===== src/rtl/uart_pkg.sv =====
// Shared types and helpers for the parametrised UART receiver.
package uart_pkg;

    typedef enum logic [2:0] {
        IDLE,
        START,
        DATA,
        PARITY,
        STOP
    } rx_state_e;

    localparam int PARITY_NONE = 0;
    localparam int PARITY_ODD  = 1;
    localparam int PARITY_EVEN = 2;

    // Counter width able to hold 0..n-1, never narrower than one bit.
    function automatic int cnt_width(input int n);
        return (n <= 2) ? 1 : $clog2(n);
    endfunction

endpackage


===== src/rtl/uart_rx_param_if.sv =====
// Received-word handshake between the UART receiver and its consumer.
interface uart_rx_param_if #(
    parameter int DATA_BITS = 8
);
    logic [DATA_BITS-1:0] rx_data;
    logic                 rx_valid;
    logic                 rx_ready;
    logic                 parity_err;
    logic                 frame_err;
    logic                 overrun;

    modport master (
        output rx_data,
        output rx_valid,
        output parity_err,
        output frame_err,
        output overrun,
        input  rx_ready
    );

    modport slave (
        input  rx_data,
        input  rx_valid,
        input  parity_err,
        input  frame_err,
        input  overrun,
        output rx_ready
    );
endinterface


===== src/rtl/uart_rx_sampler.sv =====
// rx synchroniser, in-bit tick counter and 3-sample majority voter around mid-bit.
module uart_rx_sampler
    import uart_pkg::*;
#(
    parameter int OVERSAMPLE  = 16,
    parameter int SYNC_STAGES = 2
) (
    input  logic clk,
    input  logic reset_n,
    input  logic rx_i,
    input  logic tick_i,
    input  logic restart_i,
    output logic rx_sync_o,
    output logic bit_value_o,
    output logic bit_strobe_o
);
    localparam int TW = cnt_width(OVERSAMPLE);
    localparam logic [TW-1:0] MID_LO = TW'(OVERSAMPLE / 2 - 1);
    localparam logic [TW-1:0] MID    = TW'(OVERSAMPLE / 2);
    localparam logic [TW-1:0] MID_HI = TW'(OVERSAMPLE / 2 + 1);
    localparam logic [TW-1:0] TOP    = TW'(OVERSAMPLE - 1);

    logic [SYNC_STAGES-1:0] sync_q;
    logic [TW-1:0]          tcnt_q, tcnt_d;
    logic                   s_lo_q, s_lo_d;
    logic                   s_mid_q, s_mid_d;

    assign rx_sync_o = sync_q[SYNC_STAGES-1];

    always_ff @(posedge clk or negedge reset_n) begin
        if (!reset_n) begin
            sync_q  <= '1;
            tcnt_q  <= '0;
            s_lo_q  <= 1'b1;
            s_mid_q <= 1'b1;
        end else begin
            sync_q  <= {sync_q[SYNC_STAGES-2:0], rx_i};
            tcnt_q  <= tcnt_d;
            s_lo_q  <= s_lo_d;
            s_mid_q <= s_mid_d;
        end
    end

    always_comb begin
        tcnt_d  = tcnt_q;
        s_lo_d  = s_lo_q;
        s_mid_d = s_mid_q;
        if (tick_i) begin
            if (restart_i) begin
                tcnt_d = '0;
            end else begin
                tcnt_d = (tcnt_q == TOP) ? '0 : tcnt_q + 1'b1;
                if (tcnt_q == MID_LO) s_lo_d = rx_sync_o;
                if (tcnt_q == MID) s_mid_d = rx_sync_o;
            end
        end
    end

    // Third vote is the live synced sample on the decision tick itself.
    assign bit_strobe_o = tick_i && !restart_i && (tcnt_q == MID_HI);
    assign bit_value_o  = (s_lo_q & s_mid_q) | (s_lo_q & rx_sync_o) | (s_mid_q & rx_sync_o);

endmodule


===== src/rtl/uart_rx_param.sv =====
// Parametrised UART receiver: frame FSM, shift register and valid/ready output stage.
//   state  | meaning
//   IDLE   | waiting for a 1->0 edge on the synced line
//   START  | validating the start bit at mid-bit
//   DATA   | shifting in DATA_BITS data bits, LSB first
//   PARITY | checking the parity bit
//   STOP   | sampling STOP_BITS stop bits; completes at the last decision
module uart_rx_param
    import uart_pkg::*;
#(
    parameter int DATA_BITS   = 8,
    parameter int OVERSAMPLE  = 16,
    parameter int PARITY_MODE = 0,
    parameter int STOP_BITS   = 1,
    parameter int SYNC_STAGES = 2
) (
    input  logic              clk,
    input  logic              reset_n,
    input  logic              rx_i,
    input  logic              tick_i,
    uart_rx_param_if.master   bus
);
    localparam int BW = cnt_width(DATA_BITS + 1);

    rx_state_e            state_q, state_d;
    logic [BW-1:0]        bcnt_q, bcnt_d;
    logic [DATA_BITS-1:0] shift_q, shift_d;
    logic                 scnt_q, scnt_d;
    logic                 par_acc_q, par_acc_d;
    logic                 frm_acc_q, frm_acc_d;
    logic                 rx_prev_q, rx_prev_d;
    logic                 done_q, done_d;
    logic                 restart;

    logic [DATA_BITS-1:0] rx_data_q;
    logic                 rx_valid_q, parity_err_q, frame_err_q, overrun_q;

    logic rx_sync, bit_value, bit_strobe;

    uart_rx_sampler #(
        .OVERSAMPLE  (OVERSAMPLE),
        .SYNC_STAGES (SYNC_STAGES)
    ) u_sampler (
        .clk          (clk),
        .reset_n      (reset_n),
        .rx_i         (rx_i),
        .tick_i       (tick_i),
        .restart_i    (restart),
        .rx_sync_o    (rx_sync),
        .bit_value_o  (bit_value),
        .bit_strobe_o (bit_strobe)
    );

    always_ff @(posedge clk or negedge reset_n) begin
        if (!reset_n) begin
            state_q   <= IDLE;
            bcnt_q    <= '0;
            shift_q   <= '0;
            scnt_q    <= 1'b0;
            par_acc_q <= 1'b0;
            frm_acc_q <= 1'b0;
            rx_prev_q <= 1'b1;
            done_q    <= 1'b0;
        end else begin
            state_q   <= state_d;
            bcnt_q    <= bcnt_d;
            shift_q   <= shift_d;
            scnt_q    <= scnt_d;
            par_acc_q <= par_acc_d;
            frm_acc_q <= frm_acc_d;
            rx_prev_q <= rx_prev_d;
            done_q    <= done_d;
        end
    end

    always_comb begin
        state_d   = state_q;
        bcnt_d    = bcnt_q;
        shift_d   = shift_q;
        scnt_d    = scnt_q;
        par_acc_d = par_acc_q;
        frm_acc_d = frm_acc_q;
        rx_prev_d = tick_i ? rx_sync : rx_prev_q;
        done_d    = 1'b0;
        restart   = 1'b0;

        case (state_q)
            IDLE: begin
                // Edge-triggered so a held-low line (break) cannot retrigger.
                if (tick_i && !rx_sync && rx_prev_q) begin
                    state_d   = START;
                    restart   = 1'b1;
                    bcnt_d    = '0;
                    scnt_d    = 1'b0;
                    par_acc_d = 1'b0;
                    frm_acc_d = 1'b0;
                end
            end
            START: begin
                if (bit_strobe) state_d = bit_value ? IDLE : DATA;
            end
            DATA: begin
                if (bit_strobe) begin
                    shift_d = {bit_value, shift_q[DATA_BITS-1:1]};
                    bcnt_d  = bcnt_q + 1'b1;
                    if (bcnt_q == BW'(DATA_BITS - 1))
                        state_d = (PARITY_MODE != PARITY_NONE) ? PARITY : STOP;
                end
            end
            PARITY: begin
                if (bit_strobe) begin
                    par_acc_d = (^shift_q) ^ bit_value ^ (PARITY_MODE == PARITY_ODD);
                    state_d   = STOP;
                end
            end
            STOP: begin
                if (bit_strobe) begin
                    if (!bit_value) frm_acc_d = 1'b1;
                    if (scnt_q == 1'(STOP_BITS - 1)) begin
                        state_d = IDLE;
                        done_d  = 1'b1;
                    end else begin
                        scnt_d = scnt_q + 1'b1;
                    end
                end
            end
            default: state_d = IDLE;
        endcase
    end

    always_ff @(posedge clk or negedge reset_n) begin
        if (!reset_n) begin
            rx_data_q    <= '0;
            rx_valid_q   <= 1'b0;
            parity_err_q <= 1'b0;
            frame_err_q  <= 1'b0;
            overrun_q    <= 1'b0;
        end else begin
            overrun_q <= 1'b0;
            if (done_q && (!rx_valid_q || bus.rx_ready)) begin
                rx_data_q    <= shift_q;
                parity_err_q <= par_acc_q;
                frame_err_q  <= frm_acc_q;
                rx_valid_q   <= 1'b1;
            end else begin
                if (rx_valid_q && bus.rx_ready) rx_valid_q <= 1'b0;
                if (done_q) overrun_q <= 1'b1;
            end
        end
    end

    assign bus.rx_data    = rx_data_q;
    assign bus.rx_valid   = rx_valid_q;
    assign bus.parity_err = parity_err_q;
    assign bus.frame_err  = frame_err_q;
    assign bus.overrun    = overrun_q;

endmodule


===== src/flat_wrapper.sv =====
// flat-port wrapper written by rule: the top's interface ports become plain ports
module uart_rx_param_flat import uart_pkg::*;
#(
    parameter int DATA_BITS   = 8,
    parameter int OVERSAMPLE  = 16,
    parameter int PARITY_MODE = 0,
    parameter int STOP_BITS   = 1,
    parameter int SYNC_STAGES = 2
)
  (clk, reset_n, rx_i, tick_i, bus_rx_data, bus_rx_valid, bus_parity_err, bus_frame_err, bus_overrun, bus_rx_ready);
  uart_rx_param_if #(.DATA_BITS(DATA_BITS)) bus_i ();
  input  logic clk;
  input  logic reset_n;
  input  logic rx_i;
  input  logic tick_i;
  output wire logic [$bits(bus_i.rx_data)-1:0] bus_rx_data;
  output wire logic [$bits(bus_i.rx_valid)-1:0] bus_rx_valid;
  output wire logic [$bits(bus_i.parity_err)-1:0] bus_parity_err;
  output wire logic [$bits(bus_i.frame_err)-1:0] bus_frame_err;
  output wire logic [$bits(bus_i.overrun)-1:0] bus_overrun;
  input wire logic [$bits(bus_i.rx_ready)-1:0] bus_rx_ready;
  assign bus_rx_data = bus_i.rx_data;
  assign bus_rx_valid = bus_i.rx_valid;
  assign bus_parity_err = bus_i.parity_err;
  assign bus_frame_err = bus_i.frame_err;
  assign bus_overrun = bus_i.overrun;
  assign bus_i.rx_ready = bus_rx_ready;
  uart_rx_param #(.DATA_BITS(DATA_BITS), .OVERSAMPLE(OVERSAMPLE), .PARITY_MODE(PARITY_MODE), .STOP_BITS(STOP_BITS), .SYNC_STAGES(SYNC_STAGES)) u_core (.clk(clk), .reset_n(reset_n), .rx_i(rx_i), .tick_i(tick_i), .bus(bus_i));
endmodule

===== config.mk =====
export PLATFORM = sky130hd
export DESIGN_NAME = uart_rx_param_flat
export DESIGN_NICKNAME = d
export VERILOG_FILES = /design/src/rtl/uart_pkg.sv /design/src/rtl/uart_rx_param_if.sv /design/src/rtl/uart_rx_sampler.sv /design/src/rtl/uart_rx_param.sv /design/src/flat_wrapper.sv
export SDC_FILE = /design/constraint.sdc
export NUM_CORES = 1
export LEC_CHECK = 0
export BUFFER_PORTS_ARGS = -buffer_cell sky130_fd_sc_hd__buf_2
export CORE_MARGIN = 2
export CORE_UTILIZATION = 62
export DETAILED_ROUTE_END_ITERATION = 10
export PLACE_DENSITY = 0.92
export SLEW_MARGIN = 20
export SYNTH_ARGS = -nofsm -noshare
export SYNTH_HDL_FRONTEND = slang
export SYNTH_SLANG_ARGS = --single-unit

===== constraint.sdc =====
create_clock -name clk -period 3.02 [get_ports clk]
set_clock_uncertainty 0.1 [all_clocks]
set_input_delay 0.302 -clock clk [delete_from_list [all_inputs] [get_ports clk]]
set_output_delay 0.302 -clock clk [all_outputs]
set_load 0.05 [all_outputs]

### After elaboration in Yosys (flattened, before gate mapping)

Cells that the tools add are included.

| word-level totals | value |
|---|---|
| register bits after elaboration | 40 |
| output and inout bits | 12 |
| bits of input ports | 5 |

| operators by class | value |
|---|---|
| bitwise logic cells | 7 |
| add/subtract/negate cells | 3 |
| multiplexer cells | 32 |
| equality and inequality tests | 17 |
| reductions and logical operators | 24 |

Operators by type and width:

| operator | count |
|---|---|
| two-way mux 3 bit | 7 |
| two-way mux 4 bit | 4 |
| two-way mux 1 bit | 15 |
| one-hot mux 3 bit (5 select lines) | 1 |
| AND reduction 3 bit | 5 |
| equality test 4 bit (second input constant) | 3 |
| != test 2 x 1 -> 1 bit (second input constant) | 6 |
| adder 4 x 1 -> 4 bit (second input constant) | 2 |
| equality test 4 x 3 -> 1 bit (second input constant) | 2 |
| one-hot mux 4 bit (2 select lines) | 1 |
| nonzero test 2 bit | 4 |
| XOR reduction 8 bit | 1 |
| AND reduction 7 bit | 1 |
| equality test 3 x 2 -> 1 bit (second input constant) | 2 |
| logical AND 1 bit | 6 |
| one-hot mux 1 bit (2 select lines) | 3 |
| != test 2 bit (second input constant) | 2 |
| AND reduction 4 bit | 1 |
| bitwise AND 1 bit | 3 |
| equality test 3 x 1 -> 1 bit (second input constant) | 1 |
| equality test 3 bit (second input constant) | 1 |
| logical NOT 1 bit | 3 |
| logical NOT 3 bit | 1 |
| two-way mux 2 bit | 1 |
| other kinds (6) | 7 |

### Depth between registers and ports, before layout

| depth | value |
|---|---|
| depth after elaboration | 10 |
| depth in mapped cells | 8 |
| mapped depth without buffers | 6 |

### Hierarchy

Synthesis repeated with hierarchy kept, for this count alone.

| unflattened totals | value |
|---|---|
| cells, all modules | 140 |
| area total of the unflattened synthesis | 1790.5 µm² |

Modules (own cells, without submodules):

| module | cells each | area an instance (µm²) | instances |
|---|---|---|---|
| uart_rx_param | 105 | 1388.8 | 1 |
| uart_rx_sampler | 35 | 401.6 | 1 |

### Least setup slack after synthesis

No wires, ideal clock.

| path | value |
|---|---|
| path kind | register -> register |
| from | register u_core.u_sampler.tcnt_q[0] |
| to | register u_core.shift_q[2] |
| setup time | 125 ps |
| cell stages (with the launch flop) | 7 |
| slack | 1296 ps |
| arrival time | 1500 ps |
| period minus slack after synthesis | 1724 ps |
| cells stage by stage | dfrtp_1 -> ha_1 -> and4b_1 -> buf_4 -> nand2_1 -> buf_2 -> mux2_2 |

| on the way | value |
|---|---|
| cells in the longest elaborated chain, start to end | 3 |

Ends and longest elaborated chain:

| what | RTL line | RTL |
|---|---|---|
| start, declared | uart_rx_sampler.sv:24 | `logic [TW-1:0] tcnt_q, tcnt_d;` |
| start signal, assigned | uart_rx_sampler.sv:38 | `tcnt_q <= tcnt_d;` |
| equality test 4 bit | uart_rx_sampler.sv:60 | `assign bit_strobe_o = tick_i && !restart_i && (tcnt_q == MID_HI);` |
| logical AND 1 bit | uart_rx_sampler.sv:60 |  |
| AND reduction 2 bit (no line) | - |  |
| end signal, assigned | uart_rx_param.sv:67 | `shift_q <= shift_d;` |
| end, declared | uart_rx_param.sv:27 | `logic [DATA_BITS-1:0] shift_q, shift_d;` |

Every way passes these cells.
A chain may end at the register's enable or synchronous reset.

### Worst setup path after layout

| path | value |
|---|---|
| from | register u_core.u_sampler.tcnt_q[1] |
| to | register u_core.shift_q[1] |

The elaborated chain is that of the path after synthesis.

==> impl_metrics.json <==
{
  "status": "finished clean",
  "reg2reg_from": "u_core.u_sampler.tcnt_q[1]$_DFFE_PN0P_",
  "dp_hpwl_um": 2260,
  "place_inst": 187,
  "drtPass1Iterations": 4,
  "ioPinCount": 17,
  "numPortBuffers": 16,
  "ys_seq_area_share_pct": 54.3,
  "grt_pass1_wl_um": 5130,
  "nNetsFinal": 174,
  "grt_pass1_vias": 1099,
  "muxShareOfSynthArea_pct": 14.7,
  "syn-num-nets": 154,
  "synth_xor_area_share_pct": 5.12,
  "met3_usage_pct": 6.03,
  "final_core_util_pct": 71.4,
  "netlist-cell-type-count": 40,
  "syn-cell-area_um2": 1810,
  "synth_top_family_by_area": "multiplexers",
  "drcViolationCount": 0,
  "wl_per_cell_um": 16.1,
  "cts_tree": "built",
  "synth_simple_gate_area_share_pct": 13.1,
  "worstRegToRegCells": 5,
  "synth_compound_area_share_pct": 6.51,
  "ys_seq_elements": 39,
  "rsz0062_at_grt": "false",
  "worst_setup_path_end_kind": "register",
  "r2r-end": "u_core.shift_q[1]$_DFFE_PN0P_",
  "cp_max_fo": 11,
  "startpoint": "u_core.u_sampler.tcnt_q[1]$_DFFE_PN0P_",
  "clk_pin_slew_ps": 120,
  "worstMarginPinSlew_ps": 807,
  "htreeDepth": 2,
  "fin_tns_setup_ps": 0,
  "place_ws_ps": 1100,
  "gp_congestion": 0.813,
  "drt-initial-drc-count": 37,
  "cts_resized": 0,
  "synth_cells": 145,
  "whs_ps": 145,
  "cts_buffer_depth": 2,
  "synth_fa_ha_area_share_pct": 3.32,
  "synth-edff-count": 0,
  "fillers": 184,
  "cts_made_buffers": 5,
  "synth_warnings": 0,
  "synthArstFlopShare_pct": 100,
  "cp_data_arrival_time_ps": 2070,
  "min_path_type": "in2reg",
  "track_usage_pct": 20.9,
  "grt_overflow": 0,
  "core_um2": 2760,
  "dieHeight_um": 58,
  "ir_worst_vdd_mv": 0.491,
  "top_usage_layer": "met2",
  "initial_core_util_pct": 65.6,
  "avgSynthCellArea_um2": 12.5,
  "required_ps": 3160,
  "instances_no_fill": 197,
  "leakage_uw": 0.00101,
  "ant_nets": 0,
  "vias": 1156,
  "worstSetupPathType": "reg2reg",
  "vias_per_cell": 5.87,
  "final-max-slew-violation-count": 0,
  "die_w_um": 58,
  "slew_headroom_pct": 46.2,
  "r2r_slack_ps": 1090,
  "setup_slack_ps": 1090,
  "maxCapViolations": 0,
  "grt_antenna_before_repair": 0,
  "drive_gt1_share_pct": 33.1,
  "area_growth_pct": 8.86,
  "fmaxAchievable_mhz": 519,
  "powerDensity_nw_per_um2": 632,
  "ys.flop_type": "dfrtp_1",
  "critPathCapture": "u_core.shift_q[1]$_DFFE_PN0P_",
  "min_period_ps": 1930,
  "rows": 19,
  "n_antenna_cell": 0,
  "startpoint_type": "register",
  "use_met1_pct": 27.6,
  "root_buffer": "clkbuf_4",
  "hold_viol_final": 0,
  "routed_wirelength_um": 3160,
  "use_met2_pct": 33.3,
  "clkSinkCount": 39,
  "die_area_um2": 3360,
  "period_share_pct": 63.8,
  "grt_max_degree": 40,
  "clk_latency_ps": 350,
  "finalSetupViolCount": 0
}
==> cell families (layout without fill, tap and decap cells) <==
kind of cell,after synthesis,in the layout
mux,23,23
fa+ha+maj,5,5
simple gates,42,42
xor+xnor,9,9
flops,39,39
compound gates,17,17
buf+inv,10,31
==> layout by cell type (no fill, tap or decap), drive strengths merged, types with 2 or more instances in the layout <==
master,instances
nand2b,3
clkbuf,6
buf,16
inv,5
dfstp,5
nor2,7
xor2,2
ha,4
and3,3
dfrtp,34
nand3,10
dlygate4sd3,2
nand2,9
xnor2,6
nor3,2
nor3b,2
mux2,23
a21o,3
o21ai,11
==> cells in the mapped netlist (all sizes together) (2+ instances only) <==
master  instances  area share (%)
xnor2           6             2.9
xor2            2            0.97
nand2b          3             1.0
nand3          10             2.8
dfrtp          34              47
a21o            3             1.3
and3            3             1.0
buf             4             1.6
nor2            7             1.6
inv             5             1.0
o21ai          11             3.9
dfstp           5             7.3
nor3            2            0.83
nand2           9             1.9
mux2           23              15
ha              4             2.8
nor3b           2             1.1
==> registers in the layout (all words and copies together) (netlist names), 2 cells and up <==
signal                   cells
u_core.state_q               3
u_core.bus.rx_data           8
u_core.u_sampler.tcnt_q      4
u_core.u_sampler.sync_q      2
u_core.bcnt_q                4
u_core.shift_q               8
==> routing by layer <==
layer	wire length [µm]	up-vias
met3	146	11
met2	1540	38
met1	1400	558
li1	-	549
met4	76	0
met5	0	-
==> where the power goes <==
group / total, µW / leakage, µW / switching (µW) / internal, µW
clock: 259 / 0.0000282 / 169 / 89.9
sequential: 673 / 0.000520 / 81.1 / 592
combinational: 313 / 0.000466 / 158 / 155
total: 1240 / 0.00101 / 408 / 837
==> layout make-up <==
type | count | area (µm²) | area share (%)
clock buffer | 6 | 41.3 | 2.10
clock inverter | 2 | 12.5 | 0.636
timing repair buffer | 18 | 100 | 5.09
tap | 31 | 38.8 | 1.97
inverter | 5 | 18.8 | 0.954
multi-input combinational | 96 | 774 | 39.4
sequential | 39 | 982 | 49.9
==> what timing repair did <==
action | in CTS | in global routing
hold buffers | 2 | 0
buffers inserted | 0 | 0
endpoints found under the hold margin | 35 | 0
==> critical path: stages (launching register included) <==
cell	delay (ps)
dfrtp_1	410
inv_1	100
ha_1	140
and4b_1	340
nand2_1	330
mux2_1	420
==> worst min path at each step <==
stage                                               startpoint                                   end  slack [ps]  cells past startpoint
after global placement    u_core.u_sampler.sync_q[0]$_DFF_PN1_  u_core.u_sampler.sync_q[1]$_DFF_PN1_         250                      0
after global routing                              bus_rx_ready          u_core.bus.overrun$_DFF_PN0_         160                      3
after detailed placement  u_core.u_sampler.sync_q[0]$_DFF_PN1_  u_core.u_sampler.sync_q[1]$_DFF_PN1_         250                      0
after floorplan                                        reset_n          u_core.bcnt_q[0]$_DFFE_PN0P_         -90                      0
after CTS                                         bus_rx_ready          u_core.bus.overrun$_DFF_PN0_         150                      3
final                                             bus_rx_ready          u_core.bus.overrun$_DFF_PN0_         150                      3
==> stage by stage <==
stage	power [µW]	area [µm²]
floorplan	921	1810
global placement	954	1890
detailed placement	985	1890
CTS	1240	1970
global route	1310	1970
finish	1240	1970
No activity file was read; power rests on OpenSTA's default activity.
